`src/rtl/spi_target.sv`:
```
// spi_target: SPI mode-0 target fronting a 16x8 register file with a host-side port.
//   CLK, nRESET         system clock, asynchronous active-low reset
//   SCK, MOSI, nSS      raw SPI inputs from the initiator (synchronized internally)
//   MISO, MISO_OE       serial data out (MSB first) and its output enable
//   hwe, haddr, hwdata  host-side register write port
//   hrdata              combinational read of reg[haddr]
//   wstb, waddr, wdata  one-CLK notification of each SPI register write
//   busy                transfer in progress (FSM not IDLE)
module spi_target #(
    parameter logic [7:0] ID   = 8'h5A,
    parameter int         SYNC = 2
) (
    input  logic       CLK,
    input  logic       nRESET,
    input  logic       SCK,
    input  logic       MOSI,
    input  logic       nSS,
    output logic       MISO,
    output logic       MISO_OE,
    input  logic       hwe,
    input  logic [3:0] haddr,
    input  logic [7:0] hwdata,
    output logic [7:0] hrdata,
    output logic       wstb,
    output logic [3:0] waddr,
    output logic [7:0] wdata,
    output logic       busy
);
    localparam logic [1:0] IDLE  = 2'd0;
    localparam logic [1:0] CMD   = 2'd1;
    localparam logic [1:0] WDATA = 2'd2;
    localparam logic [1:0] RDATA = 2'd3;

    logic [SYNC-1:0] sck_s, mosi_s, nss_s, vld;
    logic            sck_d, nss_d, armed;
    logic [1:0]      state;
    logic [2:0]      bitcnt;
    logic [3:0]      ptr;
    logic [7:0]      tx, rx, rx_next;
    logic [7:0]      regs [16];
    logic            sck, mosi, nss, sck_rise, sck_fall, nss_fall, nss_rise;
    logic            act, done, spi_we;

    assign sck      = sck_s[SYNC-1];
    assign mosi     = mosi_s[SYNC-1];
    assign nss      = nss_s[SYNC-1];
    assign sck_rise = sck & ~sck_d;
    assign sck_fall = ~sck & sck_d;
    // A falling nSS only counts once the synchronizer has shown a real high
    // level, so a select held low across reset release is not a new transfer.
    assign nss_fall = armed & nss_d & ~nss;
    assign nss_rise = ~nss_d & nss;
    assign act      = (state != IDLE) & ~nss_rise;
    assign done     = act & sck_rise & (bitcnt == 3'd7);
    assign rx_next  = {rx[6:0], mosi};
    assign spi_we   = done & (state == WDATA);
    assign MISO_OE  = ~nss;
    assign MISO     = nss ? 1'b1 : tx[7];
    assign busy     = state != IDLE;
    assign hrdata   = regs[haddr];

    always_ff @(posedge CLK or negedge nRESET) begin
        if (!nRESET) begin
            sck_s  <= '0;
            mosi_s <= '0;
            nss_s  <= '1;
            vld    <= '0;
            sck_d  <= 1'b0;
            nss_d  <= 1'b1;
            armed  <= 1'b0;
        end else begin
            sck_s  <= SYNC'({sck_s, SCK});
            mosi_s <= SYNC'({mosi_s, MOSI});
            nss_s  <= SYNC'({nss_s, nSS});
            vld    <= SYNC'({vld, 1'b1});
            sck_d  <= sck;
            nss_d  <= nss;
            armed  <= armed | (vld[SYNC-1] & nss);
        end
    end

    always_ff @(posedge CLK or negedge nRESET) begin
        if (!nRESET) begin
            state  <= IDLE;
            bitcnt <= 3'd0;
            ptr    <= 4'd0;
            tx     <= 8'hFF;
            rx     <= 8'h00;
            wstb   <= 1'b0;
            waddr  <= 4'd0;
            wdata  <= 8'h00;
        end else begin
            wstb <= spi_we;
            if (spi_we) begin
                waddr <= ptr;
                wdata <= rx_next;
            end
            if (state == IDLE) begin
                if (nss_fall) begin
                    state  <= CMD;
                    bitcnt <= 3'd0;
                    tx     <= ID;
                end
            end else if (nss_rise) begin
                state <= IDLE;
            end else begin
                if (sck_rise) begin
                    rx     <= rx_next;
                    bitcnt <= bitcnt + 3'd1;
                end
                // bitcnt==0 on a fall means a byte was just loaded; keep its MSB.
                if (sck_fall && bitcnt != 3'd0)
                    tx <= {tx[6:0], 1'b1};
                if (done) begin
                    if (state == CMD) begin
                        ptr   <= rx_next[3:0];
                        state <= rx_next[7] ? RDATA : WDATA;
                        if (rx_next[7])
                            tx <= regs[rx_next[3:0]];
                    end else begin
                        ptr <= ptr + 4'd1;
                        if (state == RDATA)
                            tx <= regs[ptr + 4'd1];
                    end
                end
            end
        end
    end

    // SPI write is issued last so it overrides a host write to the same register.
    always_ff @(posedge CLK or negedge nRESET) begin
        if (!nRESET) begin
            for (int i = 0; i < 16; i++)
                regs[i] <= 8'h00;
        end else begin
            if (hwe)
                regs[haddr] <= hwdata;
            if (spi_we)
                regs[ptr] <= rx_next;
        end
    end
endmodule

```
`config.mk`:
```
export PLATFORM = sky130hd
export DESIGN_NAME = spi_target
export DESIGN_NICKNAME = d
export VERILOG_FILES = /design/src/rtl/spi_target.sv
export SDC_FILE = /design/constraint.sdc
export NUM_CORES = 1
export LEC_CHECK = 0
export ABC_CLOCK_PERIOD_IN_PS = 3100
export CAP_MARGIN = 20
export CORE_MARGIN = 5
export CORE_UTILIZATION = 50
export CTS_BUF_LIST = sky130_fd_sc_hd__clkbuf_16
export DETAILED_ROUTE_END_ITERATION = 12
export PLACE_DENSITY = 0.7
export SYNTH_ARGS = -nofsm -noshare
export SYNTH_HDL_FRONTEND = slang
export SYNTH_SLANG_ARGS = --single-unit
```
`constraint.sdc`:
```
create_clock -name CLK -period 3.1 [get_ports CLK]
set_input_delay 0.465 -clock CLK [delete_from_list [all_inputs] [get_ports CLK]]
set_output_delay 0.465 -clock CLK [all_outputs]
set_load 0.005 [all_outputs]
```
After elaboration in Yosys (flattened, before gate mapping)
Index checks and enable logic that the tools add are counted.
Storage, ports and cells
  register bits: 176
  bits in latches: 0
  memory bits (writable): 0
  bits in read-only memories: 0
  output and inout bits: 24
  word-level logic and storage cells: 117
  memories: 0
Operators by class
  add/subtract/negate cells: 2
  $mul: 0
  divide/modulo/power cells: 0
  order comparisons: 6
  equality and inequality tests: 6
  shift operators: 0
  mux-type cells: 37
  bitwise logic cells: 21
  reductions and logical operators: 14
Operators by type and width (count)
  bitwise mux 128 bit: 2
  2-to-1 mux 128 bit: 2
  2-to-1 mux 8 bit: 16
  binary-select mux 8 bit (select 4 bit): 3
  demux 8 bit (select 4 bit): 2
  greater-or-equal comparator 5 bit (second input constant): 4
  inverter 4 -> 5 bit: 4
  2-to-1 mux 3 bit: 4
  AND reduction 3 bit: 4
  bitwise AND 1 bit: 10
  less-than comparator 5 x 1 -> 1 bit (second input constant): 2
  2-to-1 mux 2 bit: 5
  nonzero test 3 bit: 3
  inverter 1 bit: 6
  adder 4 x 1 -> 4 bit (second input constant): 1
  equality test 2 bit (second input constant): 2
  2-to-1 mux 4 bit: 1
  nonzero test 2 bit: 2
  adder 3 x 1 -> 3 bit (second input constant): 1
  equality test 3 bit (second input constant): 1
  logical AND 1 bit: 3
  equality test 2 x 1 -> 1 bit (second input constant): 1
  zero test 2 bit: 1
  2-to-1 mux 1 bit: 2
  other kinds (4): 4

Longest topological paths before layout
Gate-level depths: netlist of the first run.
  depth in word-level cells: 10
  mapped depth: 11
  depth with buffers taken out: 7

Least setup slack after synthesis of the first run
OpenSTA, ideal clock, no wires.
  path type: flip-flop to flip-flop
  from: register ptr[0]
  to: register tx[6]
  arrival time: 2.593 ns
  required time: 3.006 ns
  setup slack: 0.413 ns
  cell stages (with the launch flop): 10
  buffers on the path: 3
  cell sequence: dfrtp_1 -> buf_2 -> clkinv_1 -> ha_1 -> buf_2 -> buf_4 -> mux4_2 -> nand2_1 -> a21oi_1 -> or4b_1
On the way
  cells in the longest elaborated chain, start to end: 10
Ends and longest elaborated chain
  start: declaration: RTL line 38  | logic [3:0] ptr;
  start signal: assignment: RTL line 116  | ptr <= rx_next[3:0];
  start signal: assignment: RTL line 121  | ptr <= ptr + 4'd1;
  adder 4 x 1 -> 4 bit: RTL line 123  | tx <= regs[ptr + 4'd1];
  inverter 4 -> 5 bit (not written as such): RTL line 123
  binary-select mux 8 bit (select 4 bit): RTL line 123
  2-to-1 mux 8 bit (not written as such) (2 in series): RTL line 123
  2-to-1 mux 8 bit: RTL line 122  | if (state == RDATA)
  2-to-1 mux 8 bit: RTL line 115  | if (state == CMD) begin
  2-to-1 mux 8 bit: RTL line 114  | if (done) begin
  2-to-1 mux 8 bit: RTL line 104  | end else if (nss_rise) begin
  2-to-1 mux 8 bit: RTL line 98  | if (state == IDLE) begin
  end signal: assignment: RTL line 113  | tx <= {tx[6:0], 1'b1};
  end signal: assignment: RTL line 119  | tx <= regs[rx_next[3:0]];
  end signal: assignment: RTL line 123
  end: declaration: RTL line 39  | logic [7:0] tx, rx, rx_next;
Every way passes these cells. The select of a mux whose other input is x is not followed.
A chain may end at the register's enable or synchronous reset.

Final worst setup path of the first run
  from: register regs[70] (netlist bit)
  to: output hrdata[6]
On the way
  cells in the longest elaborated chain, start to end: 3
Ends and longest elaborated chain
  start: declaration: RTL line 40  | logic [7:0] regs [16];
  start signal: indexed assignment: RTL line 137  | regs[haddr] <= hwdata;
  start signal: indexed assignment: RTL line 139  | regs[ptr] <= rx_next;
  binary-select mux 8 bit (select 4 bit): RTL line 60  | assign hrdata = regs[haddr];
  2-to-1 mux 8 bit (not written as such) (2 in series): RTL line 60
  end: declaration: RTL line 23  | output logic [7:0] hrdata,
Every way passes these cells. The select of a mux whose other input is x is not followed.

==> impl_metrics.prom, run 1 <==
# TYPE chip_impl_metric gauge
chip_impl_metric{name="die_h",unit="um"} 162
chip_impl_metric{name="fp.dieW",unit="um"} 162
chip_impl_metric{name="effective_utilization_at_floorplan",unit="%"} 50.8
chip_impl_metric{name="grt_first_pass_wirelength",unit="um"} 55000
chip_impl_metric{name="drv.max_cap_violation_count",unit=""} 0
chip_impl_metric{name="tightestPinTransition",unit="ns"} 0.784
chip_impl_metric{name="finClkSkew",unit="ns"} 0.0117
chip_impl_metric{name="buffers_inserted_by_post_cts_timing_repair",unit=""} 0
chip_impl_metric{name="synth_cell_types",unit=""} 62
chip_impl_metric{name="worst_supply_voltage_drop_on_vdd",unit="mV"} 0.352
chip_impl_info{name="outcome",value="finished, final reports clean"} 1
chip_impl_metric{name="die-area",unit="um2"} 26200
chip_impl_metric{name="pin_count_of_the_biggest_net_entering_global_routing",unit=""} 83
chip_impl_metric{name="placeableCoreArea",unit="um2"} 22700
chip_impl_metric{name="mappedNetlistNets",unit=""} 1086
chip_impl_metric{name="postRouteAntennaNets",unit=""} 0
chip_impl_metric{name="cts_repair_resize_count",unit=""} 0
chip_impl_metric{name="synth_seq_cells",unit=""} 176
chip_impl_metric{name="detail_route.drc_violations",unit=""} 0
chip_impl_metric{name="synth-xor-area-share",unit="%"} 0.304
chip_impl_metric{name="leak_pwr",unit="nW"} 4.88
chip_impl_metric{name="worst_ep_required_time",unit="ns"} 2.63
chip_impl_metric{name="synthMuxAreaShare",unit="%"} 34.3
chip_impl_metric{name="synth.top_cell.area_share",unit="%"} 35.8
chip_impl_metric{name="synth_area_in_compound_gates",unit="%"} 10.1
chip_impl_metric{name="async_flop_share",unit="%"} 100
chip_impl_info{name="main_combinational_cell_family_by_area_after_synthesis",value="multiplexers"} 1
chip_impl_metric{name="maxSlewViolCount",unit=""} 0
chip_impl_metric{name="flow.area_growth_from_synthesis",unit="%"} 11.0
chip_impl_metric{name="finalPower",unit="mW"} 8.09
chip_impl_metric{name="rows",unit=""} 55
chip_impl_metric{name="share_of_synthesized_cell_area_in_and_or_nand_and_nor_gates",unit="%"} 11.5
chip_impl_metric{name="avgSynthCellArea",unit="um2"} 10.9
chip_impl_info{name="synth_top_cells_by_area",value="dfrtp_1 36%, mux4_2 17%, mux2i_1 13%, nand2_1 5.7%, o21ai_0 5.6%"} 1
chip_impl_metric{name="maxClockFrequency",unit="MHz"} 352
chip_impl_metric{name="period_minus_slack",unit="ns"} 2.84
chip_impl_metric{name="io_buffer_count",unit=""} 41
chip_impl_metric{name="worst_skew_pair.late_latency",unit="ns"} 0.45
chip_impl_metric{name="cts_buffers",unit=""} 17
chip_impl_metric{name="worst-path-max-fanout",unit=""} 4
chip_impl_metric{name="vias_per_cell",unit=""} 6.76
chip_impl_metric{name="synth-edff-count",unit=""} 0
chip_impl_metric{name="numClockSinks",unit=""} 176
chip_impl_metric{name="pwr_density_cell",unit="nW/um2"} 632
chip_impl_metric{name="ys_warnings",unit=""} 0
chip_impl_metric{name="synth_sequential_area_ratio",unit="%"} 38.3
chip_impl_metric{name="register_area",unit="um2"} 4420
chip_impl_metric{name="post_synthesis_cell_area",unit="um2"} 11500
chip_impl_metric{name="reg2reg_depth",unit=""} 5
chip_impl_metric{name="fillCellCount",unit=""} 1907
chip_impl_info{name="dominantRegCellSynth",value="dfrtp_1"} 1
chip_impl_metric{name="drive_gt1_share",unit="%"} 20.3
chip_impl_metric{name="holdBufCountCts",unit=""} 0
chip_impl_metric{name="gr-usage-all-layers",unit="%"} 27.2
chip_impl_metric{name="multi_input_area",unit="um2"} 6590
chip_impl_metric{name="setup.reg_to_reg.worst_slack",unit="ns"} 0.27
chip_impl_metric{name="post_synth_fa_ha_maj_area_fraction",unit="%"} 0.759
chip_impl_metric{name="clock_path_buffers",unit=""} 2
chip_impl_info{name="synth.top_cells.by_count",value="174 x nand2_1, 165 x dfrtp_1, 145 x mux2i_1"} 1
chip_impl_metric{name="design.portCount",unit=""} 42
chip_impl_metric{name="finalSetupViolCount",unit=""} 0
chip_impl_metric{name="setup-tns-final",unit="ns"} 0
chip_impl_metric{name="drt-wirelength-per-cell",unit="um"} 26.1
chip_impl_metric{name="h-tree-depth",unit=""} 4
chip_impl_metric{name="gpl.final_weighted_congestion",unit=""} 1.00
chip_impl_metric{name="critical_path_arrival",unit="ns"} 2.37
chip_impl_info{name="worstSetupEndpointType",value="output pin"} 1
chip_impl_metric{name="vias",unit=""} 9166
chip_impl_info{name="grt_setup_unrepaired",value="no"} 1
chip_impl_info{name="hp-class",value="input pin to async pin"} 1
chip_impl_metric{name="first_global_vias",unit=""} 9041
chip_impl_metric{name="drt-total-wl",unit="um"} 35300
chip_impl_metric{name="drt_iter0_markers",unit=""} 948
chip_impl_info{name="crit_type",value="register to output pin"} 1
chip_impl_metric{name="firstDrtPassIters",unit=""} 6
chip_impl_metric{name="timing.final.hold_violations",unit=""} 0
chip_impl_info{name="startpoint_type",value="register"} 1
chip_impl_metric{name="clk_pin_slew_worst_paths",unit="ns"} 0.07
chip_impl_info{name="synth_largest_area_cell",value="dfrtp_1"} 1
chip_impl_metric{name="slew_headroom",unit="%"} 47.7
chip_impl_metric{name="finalNetCount",unit=""} 1082
chip_impl_info{name="cts-root-buf",value="clkbuf_16"} 1
chip_impl_metric{name="initial_antenna_violation_count",unit=""} 1
chip_impl_metric{name="grt.overflow.total",unit=""} 0
chip_impl_info{name="yosysMostFrequentCell",value="nand2_1"} 1
chip_impl_metric{name="layout_worst_path_cycle_share",unit="%"} 91.6
chip_impl_info{name="tritoncts_clock_tree",value="done"} 1
chip_impl_metric{name="detailed_place_hpwl",unit="um"} 25300
chip_impl_metric{name="syn-instance-count",unit=""} 1061
-- per-layer routing --
layer	global-route usage, %	wire length, um
met1	35.6	13900
met2	44.6	16900
met3	6.04	3060
met4	10.7	1470
met5	0	0
-- final timing paths --
path	to	startpoint
worst min register to register	mosi_s[1]	mosi_s[0]
worst min-delay path	regs[42]	nRESET
max in group asynchronous	tx[2]	nRESET
worst max-delay path	hrdata[6]	regs[70]
min in group CLK	mosi_s[1]	mosi_s[0]
worst max register to register	regs[35]	state[1]
-- layout by cell type, fill, tap and decap left out, types with 5 or more instances in the layout --
cell,count
mux2i_1,145
buf_12,5
nand3b_1,11
inv_1,6
o21ai_1,7
clkdlybuf4s50_1,38
buf_4,44
nor2_1,29
nor3b_1,7
mux4_2,87
dfrtp_1,164
nand2b_1,8
a32oi_1,5
nor2b_1,5
ha_1,6
a21oi_1,15
o21ai_0,130
and4b_1,9
or3_1,5
mux4_1,9
nand2_1,174
dfstp_2,11
mux2_2,27
a2bb2oi_1,6
and3_1,6
inv_6,5
clkbuf_16,17
a31oi_1,6
nand3_1,9
-- area by class of cell --
cell class | count | share of cell area, %
antenna | 1 | 0.0196
clock buffer | 17 | 3.32
clock inverter | 15 | 1.14
inverter | 7 | 0.205
multi-input combinational | 765 | 51.5
sequential | 176 | 34.5
tap | 285 | 2.79
timing repair buffer | 90 | 6.52
-- state kept, by name, indices dropped and copies added, names as in the netlist, 3 cells and up --
name	cells
tx	8
bitcnt	3
ptr	4
waddr	4
rx	7
wdata	8
regs	128
-- worst max-delay path, stage by stage (launching register included) --
cell	delay, ns
dfrtp_1	0.46
mux4_2	0.50
mux4_2	0.50
clkdlybuf4s50_1	0.47
-- per-stage QoR --
stage | util (%) | instance area (um2) | hold slack [ns] | instances | setup WS [ns]
after floorplan | - | 11500 | 0.169 | 1061 | 0.413
after global placement | 53.8 | 12200 | 0.333 | 1323 | 0.291
after detailed placement | 53.8 | 12200 | 0.337 | 1323 | 0.282
after CTS | 56.3 | 12800 | 0.0991 | 1355 | 0.257
after global routing | 56.4 | 12800 | 0.118 | 1356 | 0.190
final | 56.4 | 12800 | 0.0717 | 1356 | 0.261
-- power by group --
group	leakage [nW]	switching (mW)	internal, mW
combinational	2.60	0.951	1.28
sequential	2.01	0.893	2.78
clock	0.271	1.05	1.13
total	4.88	2.90	5.19
-- cells by family (layout without fill, tap and decap cells) --
group | count (synthesis) | in the layout
buffers and inverters | 120 | 129
other | 1 | 2
flip-flops | 176 | 176
adder cells (fa/ha/maj) | 7 | 7
AO/OA/AOI/OAI | 202 | 202
multiplexers | 268 | 268
XOR/XNOR | 4 | 4
AND/OR/NAND/NOR | 283 | 283
Power figures use the tool's default switching activity.
==> run 2: changes to the inputs <==
- RECOVER_POWER: unset -> 100
==> impl_metrics.prom, run 2 (synthesis results as in run 1) <==
# TYPE chip_impl_metric gauge
chip_impl_info{name="outcome",value="finished with violations"} 1
chip_impl_info{name="violated_checks",value="capacitance limit, slew limit"} 1
chip_impl_metric{name="drt-total-wl",unit="um"} 35300
chip_impl_metric{name="io_buffer_count",unit=""} 41
chip_impl_metric{name="finalNetCount",unit=""} 1082
chip_impl_metric{name="finalSetupViolCount",unit=""} 0
chip_impl_info{name="final_common_cell",value="nand2_1"} 1
chip_impl_metric{name="rows",unit=""} 55
chip_impl_info{name="layout_top_registers",value="regs: 128 flops, tx: 8 flops, wdata: 8 flops"} 1
chip_impl_metric{name="vias",unit=""} 9276
chip_impl_metric{name="largest_register_ffs",unit=""} 128
chip_impl_info{name="cts-root-buf",value="clkbuf_16"} 1
chip_impl_metric{name="detailed_place_hpwl",unit="um"} 25300
chip_impl_metric{name="grt_first_pass_wirelength",unit="um"} 55000
chip_impl_metric{name="worst-path-max-fanout",unit=""} 12
chip_impl_metric{name="fp.dieW",unit="um"} 162
chip_impl_metric{name="critical_path_arrival",unit="ns"} 2.50
chip_impl_metric{name="cts_buffers",unit=""} 17
chip_impl_metric{name="layout_worst_path_cycle_share",unit="%"} 95.5
chip_impl_metric{name="worst_ep_required_time",unit="ns"} 2.63
chip_impl_metric{name="drt-wirelength-per-cell",unit="um"} 26.0
chip_impl_metric{name="reg2reg_depth",unit=""} 5
chip_impl_info{name="crit_type",value="input pin to output pin"} 1
chip_impl_metric{name="gpl.final_weighted_congestion",unit=""} 1.00
chip_impl_metric{name="postRouteAntennaNets",unit=""} 0
chip_impl_metric{name="worst_skew_pair.late_latency",unit="ns"} 0.44
chip_impl_metric{name="setup-tns-final",unit="ns"} 0
chip_impl_metric{name="buffers_inserted_by_post_cts_timing_repair",unit=""} 0
chip_impl_metric{name="period_minus_slack",unit="ns"} 2.96
chip_impl_metric{name="vias_per_cell",unit=""} 6.84
chip_impl_metric{name="drt_iter0_markers",unit=""} 1003
chip_impl_metric{name="flow.area_growth_from_synthesis",unit="%"} 10.6
chip_impl_metric{name="initial_antenna_violation_count",unit=""} 1
chip_impl_metric{name="drive_gt1_share",unit="%"} 19.7
chip_impl_metric{name="timing.final.hold_violations",unit=""} 0
chip_impl_metric{name="grt.overflow.total",unit=""} 0
chip_impl_metric{name="placeableCoreArea",unit="um2"} 22700
chip_impl_info{name="worstReg2RegEnd",value="regs[35]"} 1
chip_impl_metric{name="setup.reg_to_reg.worst_slack",unit="ns"} 0.34
chip_impl_info{name="hp-class",value="register to register"} 1
chip_impl_metric{name="tightestPinTransition",unit="ns"} 2.13
chip_impl_metric{name="design.portCount",unit=""} 42
chip_impl_info{name="r2r-start",value="state[1]"} 1
chip_impl_info{name="startpoint_type",value="input pin"} 1
chip_impl_metric{name="die-area",unit="um2"} 26200
chip_impl_metric{name="gr-usage-all-layers",unit="%"} 27.2
chip_impl_metric{name="slew_headroom",unit="%"} -41.9
chip_impl_info{name="worstSetupEndpointType",value="output pin"} 1
chip_impl_metric{name="die_h",unit="um"} 162
chip_impl_metric{name="clk_pin_slew_worst_paths",unit="ns"} 0.07
chip_impl_metric{name="detail_route.drc_violations",unit=""} 0
chip_impl_metric{name="holdBufCountCts",unit=""} 0
chip_impl_metric{name="leak_pwr",unit="nW"} 4.89
chip_impl_info{name="min_delay_worst_endpoint",value="mosi_s[1]"} 1
chip_impl_metric{name="effective_utilization_at_floorplan",unit="%"} 50.8
chip_impl_metric{name="postLayoutSetupSlackWorst",unit="ns"} 0.138
chip_impl_info{name="max_flop_register",value="regs"} 1
chip_impl_metric{name="h-tree-depth",unit=""} 4
chip_impl_metric{name="finClkSkew",unit="ns"} 0.0118
chip_impl_info{name="tritoncts_clock_tree",value="done"} 1
chip_impl_metric{name="first_global_vias",unit=""} 9041
chip_impl_metric{name="hold-path-cell-count",unit=""} 0
chip_impl_info{name="grt_setup_unrepaired",value="no"} 1
chip_impl_metric{name="numClockSinks",unit=""} 176
chip_impl_metric{name="worst_supply_voltage_drop_on_vdd",unit="mV"} 0.349
chip_impl_metric{name="pin_count_of_the_biggest_net_entering_global_routing",unit=""} 83
chip_impl_info{name="hp-start",value="mosi_s[0]"} 1
chip_impl_info{name="most-common-layout-cells",value="174 x nand2_1, 164 x dfrtp_1, 145 x mux2i_1"} 1
chip_impl_metric{name="maxSlewViolCount",unit=""} 81
chip_impl_metric{name="dp_slack",unit="ns"} 0.282
chip_impl_metric{name="drv.max_cap_violation_count",unit=""} 1
chip_impl_metric{name="firstDrtPassIters",unit=""} 6
chip_impl_metric{name="pwr_density_cell",unit="nW/um2"} 633
chip_impl_metric{name="cts_repair_resize_count",unit=""} 0
chip_impl_metric{name="clock_path_buffers",unit=""} 2
chip_impl_metric{name="maxClockFrequency",unit="MHz"} 338
-- run 2: per-stage QoR --
stage	power, mW	hold slack, ns	instances	util [%]	instance area [um2]
global route	8.40	0.360	1356	56.2	12800
global placement	5.80	0.333	1323	53.8	12200
detailed placement	5.88	0.337	1323	53.8	12200
CTS	8.05	0.0991	1355	56.3	12800
finish	8.07	0.353	1356	56.2	12800
floorplan	4.98	0.169	1061	-	11500
-- run 2: how the worst max path moves through the flow --
| stage | start | to |
|---|---|---|
| finish | haddr[2] | hrdata[7] |
| global route | regs[7] | hrdata[7] |
| CTS | regs[101] | hrdata[5] |
| detailed placement | haddr[0] | hrdata[1] |
| global placement | haddr[0] | hrdata[1] |
| floorplan | ptr[0] | tx[6] |
-- run 2: layout make-up --
class | count | area, um2
antenna | 1 | 2.50
clock buffer | 17 | 425
clock inverter | 15 | 146
fill | 1920 | 9950
inverter | 7 | 26.3
multi-input combinational | 765 | 6590
sequential | 176 | 4420
tap | 285 | 357
timing repair buffer | 90 | 793
-- run 2: layer usage --
metal	GRT usage [%]	routed length, um
met5	0	0
met2	44.6	17000
met1	35.6	13600
met4	10.7	1470
met3	6.04	3250
-- run 2: worst max-delay path, stage by stage --
cell             delay [ns]
clkdlybuf4s50_1        0.96
mux4_2                 0.46
dlygate4sd3_1          0.60
-- run 2: where the power goes --
group	switching, mW	internal, mW	leakage [nW]
clock network	1.05	1.13	0.271
logic	0.952	1.27	2.62
registers	0.891	2.78	2.01
==> run 3: changes to the inputs <==
- ABC_CLOCK_PERIOD_IN_PS: 3100 -> 3500
- CORE_ASPECT_RATIO: unset -> 0.8
- clock period: 3.1 -> 3.5 ns (I/O delays scaled with it)
==> impl_metrics.prom, run 3 (synthesis results as in run 1) <==
# TYPE chip_impl_metric gauge
chip_impl_metric{name="finClkSkew",unit="ns"} 0.00992
chip_impl_metric{name="drt-wirelength-per-cell",unit="um"} 25.2
chip_impl_metric{name="first_global_vias",unit=""} 9055
chip_impl_metric{name="effective_utilization_at_floorplan",unit="%"} 51.1
chip_impl_metric{name="drt-total-wl",unit="um"} 34400
chip_impl_info{name="cts-root-buf",value="clkbuf_16"} 1
chip_impl_metric{name="maxSlewViolCount",unit=""} 78
chip_impl_metric{name="grt_use_met2",unit="%"} 40.0
chip_impl_metric{name="worst-path-max-fanout",unit=""} 11
chip_impl_metric{name="fp.dieW",unit="um"} 180
chip_impl_metric{name="die-area",unit="um2"} 26200
chip_impl_info{name="hp-start",value="mosi_s[0]"} 1
chip_impl_info{name="startpoint_type",value="input pin"} 1
chip_impl_metric{name="detailed_place_hpwl",unit="um"} 24900
chip_impl_metric{name="die_h",unit="um"} 146
chip_impl_metric{name="finalNetCount",unit=""} 1070
chip_impl_info{name="worstReg2RegEnd",value="tx[2]"} 1
chip_impl_metric{name="crit_buf_inv",unit=""} 3
chip_impl_metric{name="rows",unit=""} 49
chip_impl_metric{name="holdBufCountCts",unit=""} 0
chip_impl_info{name="grt_setup_unrepaired",value="no"} 1
chip_impl_metric{name="pin_count_of_the_biggest_net_entering_global_routing",unit=""} 78
chip_impl_metric{name="slew_headroom",unit="%"} -34.2
chip_impl_metric{name="buffers_inserted_by_post_cts_timing_repair",unit=""} 0
chip_impl_metric{name="cts_repair_resize_count",unit=""} 0
chip_impl_info{name="timing.critical_path.max_delay_family",value="buffers and inverters"} 1
chip_impl_metric{name="gr-usage-met1",unit="%"} 38.0
chip_impl_info{name="hp-class",value="register to register"} 1
chip_impl_metric{name="period_minus_slack",unit="ns"} 3.21
chip_impl_metric{name="hold-path-cell-count",unit=""} 0
chip_impl_info{name="r2r-start",value="ptr[0]"} 1
chip_impl_metric{name="clk_pin_slew_worst_paths",unit="ns"} 0.07
chip_impl_info{name="tritoncts_clock_tree",value="done"} 1
chip_impl_metric{name="flow.area_growth_from_synthesis",unit="%"} 9.86
chip_impl_metric{name="cts_buffers",unit=""} 17
chip_impl_metric{name="setup-tns-final",unit="ns"} 0
chip_impl_metric{name="design.portCount",unit=""} 42
chip_impl_metric{name="firstDrtPassIters",unit=""} 6
chip_impl_metric{name="drive_gt1_share",unit="%"} 18.6
chip_impl_metric{name="numClockSinks",unit=""} 176
chip_impl_metric{name="diodes",unit=""} 0
chip_impl_info{name="worstSetupEndpointType",value="output pin"} 1
chip_impl_metric{name="postLayoutSetupSlackWorst",unit="ns"} 0.290
chip_impl_metric{name="fillCellCount",unit=""} 1928
chip_impl_metric{name="worst_skew_pair.late_latency",unit="ns"} 0.44
chip_impl_info{name="min_delay_worst_endpoint",value="mosi_s[1]"} 1
chip_impl_info{name="critical-path-top-cell-by-count",value="mux4_2"} 1
chip_impl_metric{name="register_area",unit="um2"} 4420
chip_impl_metric{name="setup.reg_to_reg.worst_slack",unit="ns"} 0.43
chip_impl_info{name="crit_type",value="input pin to output pin"} 1
chip_impl_info{name="crit_path_top_delay_cell",value="mux4_2"} 1
chip_impl_metric{name="grt.overflow.total",unit=""} 0
chip_impl_metric{name="worst_supply_voltage_drop_on_vdd",unit="mV"} 0.379
chip_impl_metric{name="largest_register_ffs",unit=""} 128
chip_impl_metric{name="initial_antenna_violation_count",unit=""} 0
chip_impl_metric{name="pwr_density_cell",unit="nW/um2"} 559
chip_impl_metric{name="dp_slack",unit="ns"} 0.396
chip_impl_metric{name="h-tree-depth",unit=""} 4
chip_impl_metric{name="maxClockFrequency",unit="MHz"} 312
chip_impl_metric{name="drv.max_cap_violation_count",unit=""} 1
chip_impl_info{name="outcome",value="finished with violations"} 1
chip_impl_metric{name="finalSetupViolCount",unit=""} 0
chip_impl_metric{name="detail_route.drc_violations",unit=""} 0
chip_impl_info{name="max_flop_register",value="regs"} 1
chip_impl_metric{name="gr-usage-met3",unit="%"} 7.45
chip_impl_metric{name="vias_per_cell",unit=""} 6.65
chip_impl_metric{name="critical_path_arrival",unit="ns"} 2.68
chip_impl_metric{name="drt_iter0_markers",unit=""} 1258
chip_impl_metric{name="gpl.final_weighted_congestion",unit=""} 0.920
chip_impl_metric{name="tightestPinTransition",unit="ns"} 2.01
chip_impl_info{name="critPathLaunch",value="haddr[0]"} 1
chip_impl_metric{name="clock_path_buffers",unit=""} 2
chip_impl_metric{name="timing.final.hold_violations",unit=""} 0
chip_impl_metric{name="worst_ep_required_time",unit="ns"} 2.97
chip_impl_info{name="final_common_cell",value="nand2_1"} 1
chip_impl_metric{name="vias",unit=""} 9076
chip_impl_metric{name="postRouteAntennaNets",unit=""} 0
chip_impl_info{name="gr-max-usage-layer",value="met2"} 1
chip_impl_info{name="layout_top_registers",value="regs: 128 flops, tx: 8 flops, wdata: 8 flops"} 1
chip_impl_metric{name="multi_input_area",unit="um2"} 6580
chip_impl_metric{name="grt_first_pass_wirelength",unit="um"} 54700
chip_impl_info{name="violated_checks",value="capacitance limit, slew limit"} 1
chip_impl_info{name="timing.critical_path.cells",value="buf_2 > clkbuf_2 > mux4_2 > mux4_2 > clkdlybuf4s50_1"} 1
chip_impl_metric{name="reg2reg_depth",unit=""} 7
chip_impl_metric{name="placeableCoreArea",unit="um2"} 22600
chip_impl_info{name="most-common-layout-cells",value="174 x nand2_1, 164 x dfrtp_1, 145 x mux2i_1"} 1
chip_impl_metric{name="gr-usage-all-layers",unit="%"} 26.4
chip_impl_metric{name="leak_pwr",unit="nW"} 4.83
chip_impl_metric{name="io_buffer_count",unit=""} 41
chip_impl_metric{name="max_stage_delay",unit="ns"} 0.55
chip_impl_metric{name="layout_worst_path_cycle_share",unit="%"} 91.7
## run 3: where the power goes
part           total, mW  switching, mW  internal (mW)
logic               1.95          0.847           1.11
clock network       1.92          0.917           1.00
registers           3.21          0.751           2.46
## run 3: cell type report
type | instances | area share [%]
Multi-Input combinational cell | 765 | 51.9
Clock buffer | 17 | 3.36
Sequential cell | 176 | 34.9
Inverter | 7 | 0.207
Tap cell | 306 | 3.02
Timing Repair Buffer | 78 | 5.39
Clock inverter | 15 | 1.21
## run 3: how the worst max path moves through the flow
stage,end,slack (ns),cells past startpoint
after CTS,hrdata[5],0.39,5
after global routing,hrdata[0],0.21,5
after detailed placement,hrdata[7],0.40,5
after floorplan,tx[6],0.81,9
final,hrdata[0],0.29,5
after global placement,hrdata[5],0.42,5
## run 3: metal layers
metal	up-vias	wire, um
li1	3898	-
met1	4527	14700
met2	587	15500
met3	64	3540
met4	0	604
met5	-	0
## run 3: per-stage QoR
| stage | hold slack, ns | cell area (um2) | power [mW] | instances | util (%) |
|---|---|---|---|---|---|
| after global routing | 0.362 | 12700 | 7.40 | 1364 | 56.2 |
| after CTS | 0.136 | 12700 | 7.08 | 1364 | 56.5 |
| after global placement | 0.334 | 12200 | 5.10 | 1332 | 53.9 |
| final | 0.349 | 12700 | 7.09 | 1364 | 56.2 |
| after floorplan | 0.229 | 11500 | 4.41 | 1061 | - |
| after detailed placement | 0.335 | 12200 | 5.17 | 1332 | 53.9 |
